**config.mk**
```make
export PLATFORM = sky130hd
export DESIGN_NAME = quadrant_stepper_driver_flat
export DESIGN_NICKNAME = d
export VERILOG_FILES = /design/src/rtl/quadrant_stepper_driver_pkg.sv /design/src/rtl/quadrant_stepper_driver_if.sv /design/src/rtl/quadrant_stepper_driver_coil_phase_seq.sv /design/src/rtl/quadrant_stepper_driver.sv /design/src/flat_wrapper.sv
export SDC_FILE = /design/constraint.sdc
export NUM_CORES = 1
export LEC_CHECK = 0
export BUFFER_PORTS_ARGS = -buffer_cell sky130_fd_sc_hd__buf_4
export CAP_MARGIN = 10
export CORE_MARGIN = 2
export CORE_UTILIZATION = 45
export CTS_CLUSTER_SIZE = 10
export DETAILED_ROUTE_END_ITERATION = 8
export GPL_ROUTABILITY_DRIVEN = 1
export PLACE_DENSITY = 0.65
export SKIP_CTS_REPAIR_TIMING = 1
export SLEW_MARGIN = 20
export SYNTH_ARGS = -nofsm -noshare
export SYNTH_HDL_FRONTEND = slang
export SYNTH_HIERARCHICAL = 1
export SYNTH_SLANG_ARGS = --single-unit
```
**constraint.sdc**
```tcl
create_clock -name clk -period 3.29 [get_ports clk]
set_input_delay 0 -clock clk [delete_from_list [all_inputs] [get_ports clk]]
set_output_delay 0 -clock clk [all_outputs]
set_load 0.01 [all_outputs]
```
**src/rtl/quadrant_stepper_driver_pkg.sv**
```systemverilog
`default_nettype none
// +----------------------------------------------------------------------------+
// | Module   : quadrant_stepper_driver_pkg                                     |
// | Purpose  : Shared definitions for the quadrant stepper driver and the      |
// |            quadrant angle FSM: quadrant codes, driver FSM state encoding,  |
// |            full-step coil phase patterns and the phase decoder.            |
// | Ports    : none (package)                                                  |
// | Revision : 1.0  initial release                                            |
// +----------------------------------------------------------------------------+
package quadrant_stepper_driver_pkg;

   // Quadrant codes, shared with the angle FSM
   localparam logic [1:0] POS_0   = 2'b00;
   localparam logic [1:0] POS_90  = 2'b01;
   localparam logic [1:0] POS_180 = 2'b10;
   localparam logic [1:0] POS_270 = 2'b11;

   // Driver FSM state encoding
   typedef enum logic [1:0] {
      IDLE    = 2'd0,
      STEP_HI = 2'd1,
      STEP_LO = 2'd2
   } state_t;

   // Two-phase-on full-step patterns, listed in CW order
   localparam logic [3:0] COIL_PH0 = 4'b0011;
   localparam logic [3:0] COIL_PH1 = 4'b0110;
   localparam logic [3:0] COIL_PH2 = 4'b1100;
   localparam logic [3:0] COIL_PH3 = 4'b1001;

   function automatic logic [3:0] phase_to_coils(input logic [1:0] phase);
      logic [3:0] coils;
      coils = COIL_PH0;
      case (phase)
         2'd0: coils = COIL_PH0;
         2'd1: coils = COIL_PH1;
         2'd2: coils = COIL_PH2;
         2'd3: coils = COIL_PH3;
         default: coils = COIL_PH0;
      endcase
      return coils;
   endfunction

endpackage
`default_nettype wire

```
**src/rtl/quadrant_stepper_driver_if.sv**
```systemverilog
`default_nettype none
// +----------------------------------------------------------------------------+
// | Module   : quadrant_stepper_driver_if                                      |
// | Purpose  : Command/status bundle between the angle FSM (master) and the    |
// |            stepper driver (slave).                                         |
// | Signals  : enable, desired_position   master -> slave                      |
// |            physical_position, step, dir, busy, coils   slave -> master     |
// | Revision : 1.0  initial release                                            |
// +----------------------------------------------------------------------------+
interface quadrant_stepper_driver_if;
   logic       enable;
   logic [1:0] desired_position;
   logic [1:0] physical_position;
   logic       step;
   logic       dir;
   logic       busy;
   logic [3:0] coils;

   modport master (
      output enable, desired_position,
      input  physical_position, step, dir, busy, coils
   );

   modport slave (
      input  enable, desired_position,
      output physical_position, step, dir, busy, coils
   );
endinterface
`default_nettype wire

```
**src/rtl/quadrant_stepper_driver_coil_phase_seq.sv**
```systemverilog
`default_nettype none
// +----------------------------------------------------------------------------+
// | Module   : coil_phase_seq                                                  |
// | Purpose  : 2-bit full-step phase index, advanced one phase per request in  |
// |            the requested direction and decoded to a registered coil drive. |
// | Ports    : clk, rst     clock, synchronous active-high reset               |
// |            i_advance    step the phase by one this cycle                   |
// |            i_dir        1 = CW (next phase), 0 = CCW (previous phase)      |
// |            o_coils      registered coil pattern, 4'b0011 after reset       |
// | Revision : 1.0  initial release                                            |
// +----------------------------------------------------------------------------+
module coil_phase_seq
   import quadrant_stepper_driver_pkg::*;
(
   input  wire logic       clk,
   input  wire logic       rst,
   input  wire logic       i_advance,
   input  wire logic       i_dir,
   output logic [3:0]      o_coils
);

   logic [1:0] r_phase;
   logic [3:0] r_coils;
   logic [1:0] w_phase_next;

   always_comb begin
      w_phase_next = r_phase;
      if (i_advance) begin
         w_phase_next = i_dir ? (r_phase + 2'd1) : (r_phase - 2'd1);
      end
   end

   // Coils are decoded from the next phase so the pattern is a flop output
   always_ff @(posedge clk) begin
      if (rst) begin
         r_phase <= 2'd0;
         r_coils <= COIL_PH0;
      end else begin
         r_phase <= w_phase_next;
         r_coils <= phase_to_coils(w_phase_next);
      end
   end

   assign o_coils = r_coils;

endmodule
`default_nettype wire

```
**src/rtl/quadrant_stepper_driver.sv**
```systemverilog
`default_nettype none
// +----------------------------------------------------------------------------+
// | Module   : quadrant_stepper_driver                                         |
// | Purpose  : Moves a 4-phase full-step motor one quadrant at a time along    |
// |            the shortest path towards the commanded quadrant and reports    |
// |            the last fully reached quadrant.                                |
// | Ports    : clk, rst   clock, synchronous active-high reset                 |
// |            bus        slave side of quadrant_stepper_driver_if:            |
// |                       enable, desired_position in;                         |
// |                       physical_position, step, dir, busy, coils out        |
// | Revision : 1.0  initial release                                            |
// +----------------------------------------------------------------------------+
module quadrant_stepper_driver
   import quadrant_stepper_driver_pkg::*;
#(
   parameter int         STEPS_PER_QUADRANT = 50,
   parameter int         STEP_PERIOD        = 20000,
   parameter int         STEP_HIGH          = 10000,
   parameter logic [1:0] HOME_POSITION      = POS_0
)(
   input  wire logic                    clk,
   input  wire logic                    rst,
   quadrant_stepper_driver_if.slave     bus
);

   localparam int TW = $clog2(STEP_PERIOD);
   localparam int CW = (STEPS_PER_QUADRANT > 1) ? $clog2(STEPS_PER_QUADRANT) : 1;

   localparam logic [TW-1:0] C_HI_LAST  = TW'(STEP_HIGH - 1);
   localparam logic [TW-1:0] C_PER_LAST = TW'(STEP_PERIOD - 1);
   localparam logic [CW-1:0] C_CNT_LAST = CW'(STEPS_PER_QUADRANT - 1);

   state_t          r_state;
   logic [TW-1:0]   r_timer;
   logic [CW-1:0]   r_cnt;
   logic [1:0]      r_pos;
   logic            r_step;
   logic            r_dir;
   logic            r_busy;

   logic [1:0]      w_delta;
   logic            w_start;
   logic            w_new_dir;
   logic            w_step_end;
   logic            w_quad_end;
   logic            w_advance;
   logic            w_phase_dir;
   logic [3:0]      w_coils;

   assign w_delta    = bus.desired_position - r_pos;
   assign w_start    = (r_state == IDLE) && bus.enable && (w_delta != 2'd0);
   // d=1 and the d=2 tie both go CW; only d=3 goes CCW
   assign w_new_dir  = (w_delta != 2'd3);
   // Timer runs across the whole step, so its last value closes STEP_LO
   assign w_step_end = (r_state == STEP_LO) && (r_timer == C_PER_LAST);
   assign w_quad_end = w_step_end && (r_cnt == C_CNT_LAST);
   assign w_advance  = w_start || (w_step_end && !w_quad_end);
   // On the IDLE->STEP_HI edge r_dir is not yet updated, so use the new one
   assign w_phase_dir = (r_state == IDLE) ? w_new_dir : r_dir;

   always_ff @(posedge clk) begin
      if (rst) begin
         r_state <= IDLE;
         r_timer <= '0;
         r_cnt   <= '0;
         r_pos   <= HOME_POSITION;
         r_step  <= 1'b0;
         r_dir   <= 1'b0;
         r_busy  <= 1'b0;
      end else begin
         case (r_state)
            IDLE: begin
               if (w_start) begin
                  r_state <= STEP_HI;
                  r_dir   <= w_new_dir;
                  r_step  <= 1'b1;
                  r_busy  <= 1'b1;
                  r_timer <= '0;
               end
            end
            STEP_HI: begin
               r_timer <= r_timer + TW'(1);
               if (r_timer == C_HI_LAST) begin
                  r_state <= STEP_LO;
                  r_step  <= 1'b0;
               end
            end
            STEP_LO: begin
               if (w_step_end) begin
                  r_timer <= '0;
                  if (w_quad_end) begin
                     r_cnt   <= '0;
                     r_pos   <= r_dir ? (r_pos + 2'd1) : (r_pos - 2'd1);
                     r_state <= IDLE;
                     r_busy  <= 1'b0;
                  end else begin
                     r_cnt   <= r_cnt + CW'(1);
                     r_state <= STEP_HI;
                     r_step  <= 1'b1;
                  end
               end else begin
                  r_timer <= r_timer + TW'(1);
               end
            end
            default: begin
               r_state <= IDLE;
               r_step  <= 1'b0;
               r_busy  <= 1'b0;
               r_timer <= '0;
               r_cnt   <= '0;
            end
         endcase
      end
   end

   coil_phase_seq u_coil_phase_seq (
      .clk       (clk),
      .rst       (rst),
      .i_advance (w_advance),
      .i_dir     (w_phase_dir),
      .o_coils   (w_coils)
   );

   assign bus.physical_position = r_pos;
   assign bus.step              = r_step;
   assign bus.dir               = r_dir;
   assign bus.busy              = r_busy;
   assign bus.coils             = w_coils;

endmodule
`default_nettype wire

```
**src/flat_wrapper.sv**
```systemverilog
// flat-port wrapper written by rule: the top's interface ports become plain ports
module quadrant_stepper_driver_flat import quadrant_stepper_driver_pkg::*;
#(
   parameter int         STEPS_PER_QUADRANT = 50,
   parameter int         STEP_PERIOD        = 20000,
   parameter int         STEP_HIGH          = 10000,
   parameter logic [1:0] HOME_POSITION      = POS_0
)
  (clk, rst, bus_enable, bus_desired_position, bus_physical_position, bus_step, bus_dir, bus_busy, bus_coils);
  quadrant_stepper_driver_if bus_i ();
  input  wire logic clk;
  input  wire logic rst;
  input wire logic [$bits(bus_i.enable)-1:0] bus_enable;
  input wire logic [$bits(bus_i.desired_position)-1:0] bus_desired_position;
  output wire logic [$bits(bus_i.physical_position)-1:0] bus_physical_position;
  output wire logic [$bits(bus_i.step)-1:0] bus_step;
  output wire logic [$bits(bus_i.dir)-1:0] bus_dir;
  output wire logic [$bits(bus_i.busy)-1:0] bus_busy;
  output wire logic [$bits(bus_i.coils)-1:0] bus_coils;
  assign bus_i.enable = bus_enable;
  assign bus_i.desired_position = bus_desired_position;
  assign bus_physical_position = bus_i.physical_position;
  assign bus_step = bus_i.step;
  assign bus_dir = bus_i.dir;
  assign bus_busy = bus_i.busy;
  assign bus_coils = bus_i.coils;
  quadrant_stepper_driver #(.STEPS_PER_QUADRANT(STEPS_PER_QUADRANT), .STEP_PERIOD(STEP_PERIOD), .STEP_HIGH(STEP_HIGH), .HOME_POSITION(HOME_POSITION)) u_core (.clk(clk), .rst(rst), .bus(bus_i));
endmodule
```
Yosys cells after proc, flatten, opt, wreduce, memory -nomap -nowiden
Index checks and enable logic that the tools add are counted.

storage, ports and cells
  register bits = 34
  input port bits = 5
  output and inout bits = 9
  logic and storage cells = 73

operators by class
  add/sub/neg operators = 7
  equal/unequal tests = 14
  multiplexer cells = 24
  bitwise operators = 2
  reduce and logical (&&, ||, !) cells = 17

operator list
  kind                   number
  $pmux 15 s3            1
  $mux 15                2
  $pmux 4 s4             1
  $add 15x1->15 const B  1
  $eq 15x14->1 const B   1
  $eq 15x15->1 const B   1
  $mux 2                 6
  $mux 6                 2
  $pmux 6 s2             1
  $mux 1                 8
  $ne 2x1->1 const B     4
  $reduce_and 4->1       2
  $add 6x1->6 const B    1
  $eq 2x2->1 const B     3
  $eq 6x6->1 const B     1
  $pmux 1 s3             2
  $pmux 2 s3             1
  $reduce_and 3->1       2
  $logic_and 1x1->1      5
  $add 2x1->2 const B    2
  $eq 2x1->1 const B     2
  $logic_not 2->1        2
  $ne 2x2->1 const B     2
  $reduce_and 2->1       2
  other kinds (7)        9

Depth between registers and ports, before layout
  depth after elaboration = 9
  mapped depth = 11
  gate-level depth less buffers = 11

Cells and area by module
The synthesis kept the hierarchy.

modules (own cells, without submodules)
  module                   times used  cells each  area each (sq um)  seq. area each (sq um)
  quadrant_stepper_driver  1           201         1692.9             560.5
  coil_phase_seq           1           25          265.3              120.1

Least setup slack after synthesis
Ideal clock, no wire load.

  path type = reg-to-reg
  from = reg u_core.r_timer[7]
  to = reg u_core.u_coil_phase_seq.r_coils[1], in the netlist u_core/u_coil_phase_seq/o_coils[1]
  library setup time = 0.127 ns
  data arrival time = 2.686 ns
  data required time = 3.163 ns
  slack = 0.477 ns
  stages on the path, launching flop included = 9
  buffers on the path = 1
  period minus slack after synthesis = 2.813 ns
  cells stage by stage = dfxtp_1 > or4_4 > or4_4 > buf_6 > o31ai_1 > xnor2_1 > inv_1 > ha_1 > or3_1

between the ends
  longest elaborated chain between the ends = 9
  elaborated cells on any way between the ends = 12
  those cells by class = 4 x eq/ne; 2 x mux; 6 x reduce/logical

RTL lines
  item                                         RTL line                                      source
  from (decl)                                  quadrant_stepper_driver.sv:34                 logic [TW-1:0] r_timer;
  from (signal assigned)                       quadrant_stepper_driver.sv:82                 r_timer <= r_timer + TW'(1);
  from (signal assigned)                       quadrant_stepper_driver.sv:102                r_timer <= r_timer + TW'(1);
  $eq 15x15->1 (*)                             quadrant_stepper_driver.sv:55                 assign w_step_end = (r_state == STEP_LO) && (r_timer == C_PER_LAST);
  $logic_and 1x1->1 (*)                        quadrant_stepper_driver.sv:55
  $logic_and 1x1->1                            quadrant_stepper_driver.sv:56                 assign w_quad_end = w_step_end && (r_cnt == C_CNT_LAST);
  $logic_not 1->1                              quadrant_stepper_driver.sv:57                 assign w_advance = w_start || (w_step_end && !w_quad_end);
  $logic_and 1x1->1 (*)                        quadrant_stepper_driver.sv:57
  $logic_or 1x1->1 (*)                         quadrant_stepper_driver.sv:57
  via u_core.w_advance                         quadrant_stepper_driver.sv:46                 logic w_advance;
  $mux 2 (*)                                   quadrant_stepper_driver_coil_phase_seq.sv:28  if (i_advance) begin
  via u_core.u_coil_phase_seq.w_phase_next[0]  quadrant_stepper_driver_coil_phase_seq.sv:24  logic [1:0] w_phase_next;
  $eq 2x2->1 (tied with other cells)           quadrant_stepper_driver_pkg.sv:34             case (phase)
  $pmux 4 s4 (*)                               quadrant_stepper_driver_pkg.sv:34
  to (signal assigned)                         quadrant_stepper_driver_coil_phase_seq.sv:40  r_coils <= phase_to_coils(w_phase_next);
  to (decl)                                    quadrant_stepper_driver_coil_phase_seq.sv:23  logic [3:0] r_coils;

Mark *: on every way through the listed nets, which the timed path passes. The rest lies on a longest branch.
A chain may end at the register's enable or synchronous reset.

Worst setup path in the final report
Same ends and word-level chain as after synthesis.

==> impl_metrics.toml <==
[critical_path]
crit_slowest_cell = "or4_4"
worst-setup-path-type = "reg2reg"
worstSetupEndpoint = "u_core/u_coil_phase_seq/o_coils[1]"
regToRegSetupSlack_ns = 0.37
rr_startpoint = "u_core/r_timer[7]"
worst-path-max-fanout = 6
required_ns = 3.46
crit_arrival_ns = 3.09
cp-startpoint = "u_core/r_timer[7]"
timing.critical_path.cells = "or4_4 > or4_4 > o31ai_1 > xnor2_1 > inv_1 > ha_1 > or3_1"
cp-end-kind = "flop"
worstRegToRegCells = 7
timing.critical_path.depth = 7
worstSetupStartpointType = "flop"
timing.critical_path.max_delay_family = "simple AND/OR/NAND/NOR gates"
worst_reg2reg_endpoint = "u_core/u_coil_phase_seq/o_coils[1]"
critPathBufInv = 1
cp_slowest_stage_delay_ns = 0.60
cp_common_cell = "or4_4"

[clock_network]
clk_latency_ns = 0.29
cts_tree = "yes"
tritoncts_sinks = 34
cts_max_path_buffers = 2
cts.htree.levels = 2
worst_setup_hold_path_clk_slew_ns = 0.07
clockRootBuffer = "clkbuf_8"
cts-buffers-inserted = 5

[floorplanning]
design.die.area_um2 = 4900
num_io_pins = 14
die-width_um = 70.0
core_area_um2 = 4090
initial_core_util_pct = 47.9
site_row_count = 23
dieHeight_um = 70.0

[power_and_ir_drop]
power.net_switching_mw = 0.518
switching_share_pct = 37.5
internal_power_mw = 0.863
p_seq_share_pct = 36.0
static-leakage-power_nw = 0.794
vdd_ir_drop_max_mv = 0.297
pwr_density_cell_nw_per_um2 = 625
pwr-share-comb_pct = 40.9
power.clock.fraction_pct = 23.1

[timing]
final.setup_skew_ns = 0.00416
finalCritPeriodShare_pct = 88.8
finalCriticalPeriod_ns = 2.92
rsz0062_at_grt = "false"
slew_viol_final = 0
totalNegativeSetupSlack_ns = 0
worst-slew-pin-transition_ns = 0.754
worst_slew_margin_rel_pct = 49.8
number_of_hold_violations_in_the_final_report = 0
finalSetupViolations = 0
max_clock_freq_mhz = 342

[logic_synthesis]
postSynthCellCount = 226
postSynthAreaPerCell_um2 = 8.66
synth-seq-cells = 34
synth_top_area_share_pct = 34.8
synth_area_um2 = 1960
ys_seq_area_share_pct = 34.8
yosysWarnings = 6
ys_async_sr_fraction_pct = 0
netlist.top_cell.by_area = "dfxtp_1"
syn-num-nets = 243
dominantRegCellSynth = "dfxtp_1"
synthTopCellsByArea = "dfxtp_1 35%, ha_1 7.7%, nor2_1 4.4%"
synth_edf_count = 0
synth_cell_type_count = 51

[hold_path]
type_of_the_tightest_min_delay_check = "in2reg"

[run_status]
status = "completed"

[global_route]
grt_pass1_vias = 1576
largest_net_degree_at_the_start_of_global_routing = 35
global_route_wire_length_before_repair_um = 6880
number_of_antenna_violations_at_the_first_check_in_global_routing = 0
global_route.usage.total_pct = 17.3
globalRouteOverflowTotal = 0

[finish]
drive_gt1_share_pct = 14.0
final_cell_count_no_fill = 293
antenna_cells = 0
numnets_final = 259
growth_of_design_area_from_synthesis_to_finish_pct = 12.8
utilization_pct = 54.0

[drt]
vias = 1703
ant_nets_after_route = 0
post_drt_wl_per_cell_um = 13.9
routed_via_density = 5.81
drt_wl_total_um = 4080
initialDrtViolationCount = 105
drtPass1Iterations = 4
route.detailed.drc = 0

[placed_design]
port_buffers = 13
dpl.cell_count = 284
dp.final_hpwl_um = 2850
gp_routability_congestion = 0.789

[run]
max-cap-violations = 0
flip-flops by register name, summed over array words and instances, names as in the netlist:
name / cells
u_core/r_timer: 15
u_core/bus.busy: 1
u_core/r_state: 2
u_core/u_coil_phase_seq/o_coils: 4
u_core/bus.dir: 1
u_core/bus.step: 1
u_core/r_cnt: 6
u_core/u_coil_phase_seq/r_phase: 2
u_core/bus.physical_position: 2
final cells by class:
cell class / count / area [um2]
clock buffer: 6 / 82.6
clock inverter: 2 / 12.5
fill: 385 / 1880
inverter: 10 / 37.5
multi-input combinational: 174 / 1200
sequential: 34 / 681
tap: 50 / 62.6
timing repair buffer: 17 / 130
stage by stage:
stage	total power, mW	instance area, um2	worst slack, ns	hold WS (ns)
3_5_place_dp	1.07	2100	0.385	0.244
2_1_floorplan	0.915	1960	0.477	0.0724
3_3_place_gp	1.07	2100	0.423	0.243
4_1_cts	1.40	2200	0.374	-0.0641
6_report	1.38	2210	0.370	0.0940
5_1_grt	1.49	2210	0.171	0.109
layout by cell type (no fill, tap or decap), drive strengths merged, types with 2 or more instances in the layout:
cell type,Yosys,final
a31oi,4,4
a311oi,7,7
dfxtp,34,34
nand3,13,13
or3,5,5
or4,3,3
ha,12,12
clkbuf,7,6
and4,2,2
mux2i,5,5
o21a,2,2
nand4,3,3
buf,1,16
xor2,3,3
nor4,5,5
nor2,23,23
nand3b,3,3
xnor2,4,4
nand2,20,20
and2,2,2
and3,4,4
o21ai,7,7
o41a,2,2
inv,10,10
a21oi,16,16
nor3,4,4
nand2b,2,2
nand4b,2,2
a41oi,2,2
o31ai,2,2
power groups by stage:
stage / Clock (mW) / Sequential, mW / Combinational [mW]
final: 0.319 / 0.497 / 0.565
after global routing: 0.346 / 0.503 / 0.638
after CTS: 0.328 / 0.497 / 0.570
after detailed placement: 0 / 0.506 / 0.567
after global placement: 0 / 0.506 / 0.566
after floorplan: 0 / 0.516 / 0.399
worst min path at each step:
stage	startpoint	end	slack, ns	cells after the start
after floorplan	rst	u_core/u_coil_phase_seq/o_coils[3]	0.07	1
after global placement	bus_enable	u_core/bus.dir	0.24	2
after detailed placement	bus_enable	u_core/bus.dir	0.24	2
after CTS	bus_enable	u_core/bus.dir	-0.06	2
after global routing	rst	u_core/u_coil_phase_seq/o_coils[3]	0.11	2
final	rst	u_core/u_coil_phase_seq/o_coils[3]	0.09	2
cells by family after synthesis:
group / after synthesis / share of synthesized area, %
compound gates: 54 / 20.3
xor+xnor: 8 / 4.28
fa+ha+maj: 12 / 7.67
buf+inv: 18 / 3.83
flops: 34 / 34.8
mux: 6 / 3.32
simple gates: 94 / 25.9
synth_stat cells (2+ instances only):
| library cell | count |
|---|---|
| nand4b_1 | 2 |
| mux2i_1 | 5 |
| and2_1 | 2 |
| o21ai_0 | 7 |
| inv_1 | 10 |
| o21a_1 | 2 |
| o31ai_1 | 2 |
| clkbuf_1 | 7 |
| xor2_1 | 3 |
| xnor2_1 | 4 |
| or4_4 | 2 |
| ha_1 | 12 |
| a31oi_1 | 4 |
| nand2b_1 | 2 |
| nor4_1 | 5 |
| a41oi_1 | 2 |
| nand3_1 | 13 |
| and4_1 | 2 |
| nor2_1 | 23 |
| dfxtp_1 | 34 |
| a311oi_1 | 7 |
| or3_1 | 5 |
| a21oi_1 | 16 |
| nand4_1 | 3 |
| nand2_1 | 19 |
| nand3b_1 | 3 |
| o41a_1 | 2 |
| and3_1 | 3 |
| nor3_1 | 3 |
metal layers:
| metal | up-vias | track usage (%) | wire [um] |
|---|---|---|---|
| met1 | 789 | 22.0 | 1980 |
| met4 | 0 | 8.12 | 65 |
| li1 | 875 | - | - |
| met5 | - | 0 | 0 |
| met2 | 32 | 27.9 | 1870 |
| met3 | 7 | 3.46 | 160 |
Power figures use the tool's default switching activity.
